$ cat config.mk
export PLATFORM = sky130hd
export DESIGN_NAME = hero_run_sprite_fetch_flat
export DESIGN_NICKNAME = d
export VERILOG_FILES = /design/src/rtl/hero_run_sprite_fetch_if.sv /design/src/rtl/hero_run_sprite_fetch.sv /design/src/flat_wrapper.sv
export SDC_FILE = /design/constraint.sdc
export NUM_CORES = 1
export LEC_CHECK = 0
export BUFFER_PORTS_ARGS = -buffer_cell sky130_fd_sc_hd__buf_2
export CORE_ASPECT_RATIO = 0.7
export CORE_MARGIN = 8
export CORE_UTILIZATION = 33
export DETAILED_ROUTE_END_ITERATION = 16
export PLACE_DENSITY_LB_ADDON = 0.15
export RECOVER_POWER = 25
export SLEW_MARGIN = 10
export SYNTH_ARGS = -nofsm -noshare
export SYNTH_HDL_FRONTEND = slang
export SYNTH_SLANG_ARGS = --single-unit
$ cat constraint.sdc
create_clock -name Clk -period 3.3 [get_ports Clk]
set_clock_uncertainty 0.1 [all_clocks]
set_input_delay 0.66 -clock Clk [delete_from_list [all_inputs] [get_ports Clk]]
set_output_delay 0.66 -clock Clk [all_outputs]
set_load 0.005 [all_outputs]
$ cat src/rtl/hero_run_sprite_fetch_if.sv
// hero_run_sprite_fetch_if: VGA/game-side inputs, sprite ROM port and palette-side outputs of the hero fetcher
interface hero_run_sprite_fetch_if #(
  parameter int ADDR_W = 12,
  parameter int FRAME_W = 2
);
  logic frame_start, running, facing_left;
  logic [9:0] hero_x, hero_y, DrawX, DrawY;
  logic [ADDR_W-1:0] rom_addr;
  logic [2:0] rom_data, pix_index;
  logic pix_valid;
  logic [FRAME_W-1:0] anim_frame;
  modport master(
    output frame_start, running, facing_left, hero_x, hero_y, DrawX, DrawY, rom_data,
    input rom_addr, pix_index, pix_valid, anim_frame
  );
  modport slave(
    input frame_start, running, facing_left, hero_x, hero_y, DrawX, DrawY, rom_data,
    output rom_addr, pix_index, pix_valid, anim_frame
  );
endinterface

$ cat src/rtl/hero_run_sprite_fetch.sv
// hero_run_sprite_fetch: hit-tests the hero box, addresses the sprite ROM and runs the run-animation FSM
module hero_run_sprite_fetch #(
  parameter int SPR_W = 32,
  parameter int SPR_H = 32,
  parameter int NUM_FRAMES = 4,
  parameter int FRAME_HOLD = 6,
  parameter int ADDR_W = 12
) (
  input logic Clk,
  input logic Reset_n,
  hero_run_sprite_fetch_if.slave bus
);
  localparam int FW = NUM_FRAMES > 1 ? $clog2(NUM_FRAMES) : 1;
  localparam int HW = FRAME_HOLD > 1 ? $clog2(FRAME_HOLD) : 1;
  localparam logic [0:0] IDLE = 1'b0;
  localparam logic [0:0] RUN = 1'b1;
  logic [0:0] state, state_nxt;
  logic [HW-1:0] hold, hold_nxt;
  logic [FW-1:0] anim, frame_nxt;
  logic hit, hit_d1, hit_d2, adv;
  logic [9:0] rx, ry, rxm;
  logic [ADDR_W-1:0] addr, rom_addr;
  logic [2:0] pix_index;
  logic pix_valid;
  assign bus.rom_addr = rom_addr;
  assign bus.pix_index = pix_index;
  assign bus.pix_valid = pix_valid;
  assign bus.anim_frame = anim;
  // frame_nxt is what anim becomes this edge, so pixels fetched on a frame_start cycle use the new frame
  always_comb begin
    adv = bus.frame_start && state == RUN && bus.running;
    state_nxt = bus.frame_start ? (bus.running ? RUN : IDLE) : state;
    hold_nxt = !bus.frame_start ? hold : (adv && hold != HW'(FRAME_HOLD - 1)) ? hold + 1'b1 : '0;
    frame_nxt = !bus.frame_start ? anim
              : !adv ? '0
              : hold != HW'(FRAME_HOLD - 1) ? anim
              : anim == FW'(NUM_FRAMES - 1) ? '0 : anim + 1'b1;
  end
  // 11-bit compares so a box near the right/bottom edge never wraps
  assign hit = {1'b0, bus.DrawX} >= {1'b0, bus.hero_x} && {1'b0, bus.DrawX} < {1'b0, bus.hero_x} + 11'(SPR_W)
            && {1'b0, bus.DrawY} >= {1'b0, bus.hero_y} && {1'b0, bus.DrawY} < {1'b0, bus.hero_y} + 11'(SPR_H);
  assign rx = bus.DrawX - bus.hero_x;
  assign ry = bus.DrawY - bus.hero_y;
  assign rxm = bus.facing_left ? 10'(SPR_W - 1) - rx : rx;
  assign addr = ADDR_W'(32'(frame_nxt) * SPR_W * SPR_H + 32'(ry) * SPR_W + 32'(rxm));
  always_ff @(posedge Clk or negedge Reset_n) begin
    if (!Reset_n) begin
      state <= IDLE;
      hold <= '0;
      anim <= '0;
      rom_addr <= '0;
      hit_d1 <= 1'b0;
      hit_d2 <= 1'b0;
      pix_index <= '0;
      pix_valid <= 1'b0;
    end else begin
      state <= state_nxt;
      hold <= hold_nxt;
      anim <= frame_nxt;
      rom_addr <= hit ? addr : '0;
      hit_d1 <= hit;
      hit_d2 <= hit_d1;
      pix_index <= hit_d2 ? bus.rom_data : '0;
      pix_valid <= hit_d2 && |bus.rom_data;
    end
  end
endmodule

$ cat src/flat_wrapper.sv
// flat-port wrapper written by rule: the top's interface ports become plain ports
module hero_run_sprite_fetch_flat 
#(
  parameter int SPR_W = 32,
  parameter int SPR_H = 32,
  parameter int NUM_FRAMES = 4,
  parameter int FRAME_HOLD = 6,
  parameter int ADDR_W = 12
)
  (Clk, Reset_n, bus_frame_start, bus_running, bus_facing_left, bus_hero_x, bus_hero_y, bus_DrawX, bus_DrawY, bus_rom_data, bus_rom_addr, bus_pix_index, bus_pix_valid, bus_anim_frame);
  hero_run_sprite_fetch_if #(.ADDR_W(ADDR_W), .FRAME_W(2)) bus_i ();
  input logic Clk;
  input logic Reset_n;
  input wire logic [$bits(bus_i.frame_start)-1:0] bus_frame_start;
  input wire logic [$bits(bus_i.running)-1:0] bus_running;
  input wire logic [$bits(bus_i.facing_left)-1:0] bus_facing_left;
  input wire logic [$bits(bus_i.hero_x)-1:0] bus_hero_x;
  input wire logic [$bits(bus_i.hero_y)-1:0] bus_hero_y;
  input wire logic [$bits(bus_i.DrawX)-1:0] bus_DrawX;
  input wire logic [$bits(bus_i.DrawY)-1:0] bus_DrawY;
  input wire logic [$bits(bus_i.rom_data)-1:0] bus_rom_data;
  output wire logic [$bits(bus_i.rom_addr)-1:0] bus_rom_addr;
  output wire logic [$bits(bus_i.pix_index)-1:0] bus_pix_index;
  output wire logic [$bits(bus_i.pix_valid)-1:0] bus_pix_valid;
  output wire logic [$bits(bus_i.anim_frame)-1:0] bus_anim_frame;
  assign bus_i.frame_start = bus_frame_start;
  assign bus_i.running = bus_running;
  assign bus_i.facing_left = bus_facing_left;
  assign bus_i.hero_x = bus_hero_x;
  assign bus_i.hero_y = bus_hero_y;
  assign bus_i.DrawX = bus_DrawX;
  assign bus_i.DrawY = bus_DrawY;
  assign bus_i.rom_data = bus_rom_data;
  assign bus_rom_addr = bus_i.rom_addr;
  assign bus_pix_index = bus_i.pix_index;
  assign bus_pix_valid = bus_i.pix_valid;
  assign bus_anim_frame = bus_i.anim_frame;
  hero_run_sprite_fetch #(.SPR_W(SPR_W), .SPR_H(SPR_H), .NUM_FRAMES(NUM_FRAMES), .FRAME_HOLD(FRAME_HOLD), .ADDR_W(ADDR_W)) u_core (.Clk(Clk), .Reset_n(Reset_n), .bus(bus_i));
endmodule
After elaboration in Yosys (flattened, before gate mapping)
Index checks and enable logic that the tools add are counted.
{"block": "totals", "input_bits": 48, "out_inout_bits": 18, "ff_bits": 24, "word_cells": 40}
{"block": "op_classes", "eq_ne": 2, "n_reduce_logical": 8, "n_lt_le_gt_ge": 4, "muxes": 9, "add_sub_neg": 9}
{"op": "$add A10 B6 Y11 const B", "n": 2}
{"op": "$lt A10 B11 Y1", "n": 2}
{"op": "$ge A10 B10 Y1", "n": 2}
{"op": "$add A12 B10 Y12", "n": 1}
{"op": "$add A12 B12 Y12", "n": 1}
{"op": "$mux W12", "n": 1}
{"op": "$mux W10", "n": 1}
{"op": "$sub A10 B10 Y10", "n": 1}
{"op": "$sub A5 B10 Y10 const A", "n": 1}
{"op": "$mux W2", "n": 4}
{"op": "$logic_and A1 B1 Y1", "n": 7}
{"op": "$sub A7 B7 Y7", "n": 1}
{"op": "$mux W3", "n": 2}
{"op": "$add A3 B1 Y3 const B", "n": 1}
{"op": "$ne A3 B3 Y1 const B", "n": 1}
{"op": "$reduce_or A3 Y1", "n": 1}
{"op": "$add A2 B1 Y2 const B", "n": 1}
{"op": "$eq A2 B2 Y1 const B", "n": 1}
{"op": "$mux W1", "n": 1}

Longest topological paths before layout
{"block": "depth", "word_depth": 8, "ltp_mapped": 20, "mapped_depth_nobuf": 20}

Least setup slack after synthesis
Ideal clock, no wire load.
{"block": "synth_timing", "kind": "input port to flip-flop", "startpoint": "in bus_DrawX[0]", "endpoint": "reg u_core.rom_addr[11], in the netlist u_core.bus.rom_addr[11]", "setup_ns": 0.138, "t_arrival_ns": 3.560, "cell_stages": 19, "t_required_ns": 3.062, "slack_ns": -0.497, "path_buffers": 0, "path_cell_list": "inv_1 ha_1 inv_1 fa_1 a21oi_1 o22ai_1 nor2_1 xnor2_1 inv_1 ha_1 nand2_1 o21ai_0 fa_1 a21o_1 a21oi_1 o21bai_1 a21oi_1 xnor2_1 nor2_1"}
{"block": "synth_via", "elab_chain_len": 5, "elab_cells_between_ends": 10, "cone_classes": "add/sub: 3; order compare: 2; mux: 2; reduce/logical: 3"}
{"item": "start: declaration", "line_no": "flat_wrapper.sv:19", "text": "input wire logic [$bits(bus_i.DrawX)-1:0] bus_DrawX;"}
{"item": "$sub A10 B10 Y10 (tied with other cells)", "line_no": "hero_run_sprite_fetch.sv:42", "text": "assign rx = bus.DrawX - bus.hero_x;"}
{"item": "$sub A5 B10 Y10 or $logic_and A1 B1 Y1 (tied branches)", "line_no": "hero_run_sprite_fetch.sv:44, hero_run_sprite_fetch.sv:40"}
{"item": "$mux W10 or $logic_and A1 B1 Y1 (tied branches)", "line_no": "hero_run_sprite_fetch.sv:44, hero_run_sprite_fetch.sv:41"}
{"item": "$add A12 B10 Y12 or $logic_and A1 B1 Y1 (tied branches)", "line_no": "hero_run_sprite_fetch.sv:45, hero_run_sprite_fetch.sv:41"}
{"item": "$mux W12 *", "line_no": "hero_run_sprite_fetch.sv:60", "text": "rom_addr <= hit ? addr : '0;"}
{"item": "end signal: assignment", "line_no": "hero_run_sprite_fetch.sv:60"}
{"item": "end: declaration", "line_no": "hero_run_sprite_fetch.sv:22", "text": "logic [ADDR_W-1:0] addr, rom_addr;"}
Mark *: on every way between the ends. The rest lies on a longest branch, timed or not.
A chain may end at the register's enable or synchronous reset.

Final worst setup path
Ends and elaborated chain as after synthesis.

==> qor.txt <==
Run status - finished with violations
Violated checks - negative setup slack
Row Count - 26
Number of nets in the synthesized netlist - 378
Leak - 0.00181 µW
Global-route wire length before repair - 10700 µm
CTS Hold Bufs - 0
Critical Path Slowest Stage Cell - fa_2
Detailed-routing iteration count for the pre-antenna-repair pass - 4
Vias/cell - 4.67
Transition time at the pin with the least slew margin - 1.28 ns
Worst-path maximum fanout - 2
Total track usage - 11.7%
Worst-Skew Late Latency - 0.26 ns
Top-level I/O count - 66
Worst rel slew slack - 15.0%
Maximum cell stage delay along the critical path - 0.35 ns
Total length of routed wires - 5930 µm
Hold Crit Class - flip-flop to flip-flop
CTS Buf Count - 3
Clock-pin slew on the worst setup and hold paths - 0.08 ns
Cell at the root of the clock tree - clkbuf_8
Utilization after layout - 46.9%
Setup repair after global routing missed its margin - yes
Kind of end point of the critical path - flip-flop
Hold Path Cell Cnt - 0
Layout Nets - 483
Register area share after synthesis - 24.3%
Number of antenna violations at the first check in global routing - 0
CORE AREA - 7290 µm²
Series of cell instances along the critical path - buf_8 > inv_12 > ha_4 > inv_2 > fa_2 > a21oi_2 > o22ai_2 > nor2_1 > xnor2_1 > inv_1 > ha_2 > inv_2 > nand2_2 > xnor2_2 > ha_1 > a21o_1 > a21oi_2 > o21bai_1 > a21oi_2 > xnor2_1 > nor2_1
Most frequent standard cell in the layout excluding fill and tap cells - buf_2
Path depth of the worst reg2reg path - 9
Final slew viol count - 0
Cell area power density - 361 nW/µm²
Maximum number of pins on one net before global-route repair - 25
Top area cells in the synthesized netlist - dfrtp_1, ha_1, xnor2_1, inv_1, nor2_1
Cell taking the most area after synthesis - dfrtp_1
Number of global-route vias before repair - 2424
Worst setup slack for register-to-register paths - 1.20 ns
Warning count from the yosys run - 0
Post-route antenna net violation count - 0
Count of cell types in the netlist - 47
Clock Path Buffers - 2
# Max-Cap Violations - 0
Via count - 2268
Synthesized cell area - 2470 µm²
Flops & latches, synth - 24
Count of input and output buffers - 65
Type of the worst setup path - input pin to flip-flop
Worst R2R End - u_core.bus.rom_addr[11]$_DFF_PN0_
Initial core utilization - 33.9%
Detailed router's first-iteration violation count - 44
End point of the worst hold path - u_core.hit_d2$_DFF_PN0_
Layout overhead on the synthesized area - 38.3%
Post-route minimum period - 3.34 ns
Count of mapped cells out of synthesis - 284
CP arrival - 3.40 ns
Peak ir drop on the vdd network - 0.205 mV
Ratio of final minimum period to clock period - 101%
Launch instance of the worst register-to-register path - u_core.hold[1]$_DFFE_PN0P_
Top library cells by usage in the layout, fill and taps aside - buf_2, buf_4, ha_1, inv_1, nor2_1
CTS tree - yes
Final number of setup-violating endpoints - 2
Area enclosed by the die boundary - 10600 µm²
Startpoint kind of the worst setup timing path - input pin
Total negative slack for setup checks - -0.0373 ns
Y dimension of the die - 88.4 µm
Most common cell on crit path - a21oi_2
Detailed-route wire length per cell - 12.2 µm
DRC viols - 0
Sinks on Clock Net - 24
Required arrival time at the worst endpoint - 3.36 ns
Remaining global-route overflow - 0
Post-Synthesis Mean Instance Area - 8.70 µm²
Post-placement cell area - 3230 µm²
Highest attainable clock frequency - 300 MHz
Last weighted congestion value of the routability-driven placer - 0.790
Detailed Place HPWL - 5040 µm
Number of hold violations in the final report - 0
Post-layout instance area - 3420 µm²
H-tree level count - 1
Die Wd - 119 µm
Setup slack after layout - -0.0352 ns
Layout cell share with drive strength beyond 1 - 36.6%
Hold path startpoint - u_core.hit_d1$_DFF_PN0_
Antenna Cells - 0
Share of the synthesized area in the top cell type - 24.3%
[through the flow]
step                      setup slack (ns)  instances  hold WS [ns]  power [µW]
after CTS                          -0.0488        484         0.255        1200
final                              -0.0352        486         0.256        1230
after global placement              -0.340        475         0.233         950
after floorplan                     -0.180        284         0.231         727
after detailed placement            -0.393        475         0.236         951
after global routing                -0.226        486         0.264        1340
[worst max-delay path by stage]
| stage | start | endpoint | slack, ns |
|---|---|---|---|
| 2_1_floorplan | bus_DrawX[0] | u_core.bus.rom_addr[11]$_DFF_PN0_ | -0.18 |
| 3_3_place_gp | bus_DrawX[0] | u_core.bus.rom_addr[11]$_DFF_PN0_ | -0.34 |
| 3_5_place_dp | bus_DrawX[0] | u_core.bus.rom_addr[11]$_DFF_PN0_ | -0.39 |
| 4_1_cts | bus_DrawX[0] | u_core.bus.rom_addr[11]$_DFF_PN0_ | -0.05 |
| 5_1_grt | bus_DrawX[0] | u_core.bus.rom_addr[11]$_DFF_PN0_ | -0.23 |
| 6_report | bus_DrawX[0] | u_core.bus.rom_addr[11]$_DFF_PN0_ | -0.04 |
[logic make-up (layout without fill, tap and decap cells)]
kind of cell | after synthesis | after routing | synth area share, %
simple gates | 78 | 78 | 14.8
xor+xnor | 29 | 29 | 11.4
fa+ha+maj | 46 | 46 | 24.2
mux | 1 | 1 | 0.456
flops | 24 | 24 | 24.3
compound gates | 64 | 64 | 17.7
buf+inv | 42 | 146 | 7.09
[layer usage]
metal | vias to the layer above | part of all wire [%] | GRT usage (%) | wire (µm)
met4 | 0 | 0.32 | 1.47 | 19
met2 | 47 | 44 | 19.8 | 2590
met3 | 2 | 5.4 | 3.31 | 319
li1 | 1189 | - | - | -
met1 | 1030 | 51 | 15.1 | 3000
met5 | - | 0 | 0 | 0
[state kept, by name, indices dropped and copies added, names as in the netlist]
register and cells:
u_core.hit_d1 1, u_core.bus.anim_frame 2, u_core.bus.pix_index 3, u_core.hold 3
u_core.bus.rom_addr 12, u_core.bus.pix_valid 1, u_core.hit_d2 1, u_core.state 1
[cell usage after synthesis (all sizes together)]
cell type,number
or2,1
clkbuf,1
and3,4
nand3,11
a2111oi,1
a311oi,1
mux2,1
o311ai,1
a221oi,1
o22ai,1
xor3,1
nor3,5
nand4,2
xnor3,1
o31a,2
o41ai,1
or3,1
fa,3
nand3b,1
a311o,2
nand2,15
and2,4
a211oi,2
ha,43
xor2,6
o221ai,1
nor2,26
xnor2,21
o21ai,12
o21a,2
a21o,6
dfrtp,24
a22o,2
o2111ai,1
nor4,1
inv,37
o21bai,5
buf,4
nand2b,3
nor2b,4
o211ai,1
o31ai,4
a21oi,18
[area by class of cell]
type	count	area (µm²)
well taps	98	123
clock buffers	4	55.1
fillers	758	3870
inverters	37	151
repair buffers	105	644
multi-input cells	218	1840
flip-flops and latches	24	601
[report_power, final]
group / internal (µW) / switching, µW / total [µW]
sequential: 309 / 6.06 / 315
clock: 106 / 89.9 / 196
combinational: 402 / 321 / 722
total: 817 / 417 / 1230
[worst max-delay path: cells and delay by family]
family | cells | cell delay [ns]
adder cells (fa/ha/maj) | 4 | 0.95
AND/OR/NAND/NOR | 3 | 0.23
buffers and inverters | 5 | 0.33
XOR/XNOR | 3 | 0.42
AO/OA/AOI/OAI | 6 | 0.81
[timing repair]
action | 4_1_cts | 5_1_grt
endpoints found under the setup margin | 3 | 4
resized for setup | 11 | 7
pin swaps | 5 | 1
cloned | 0 | 0
buffers inserted | 5 | 2
Power figures use the tool's default switching activity.
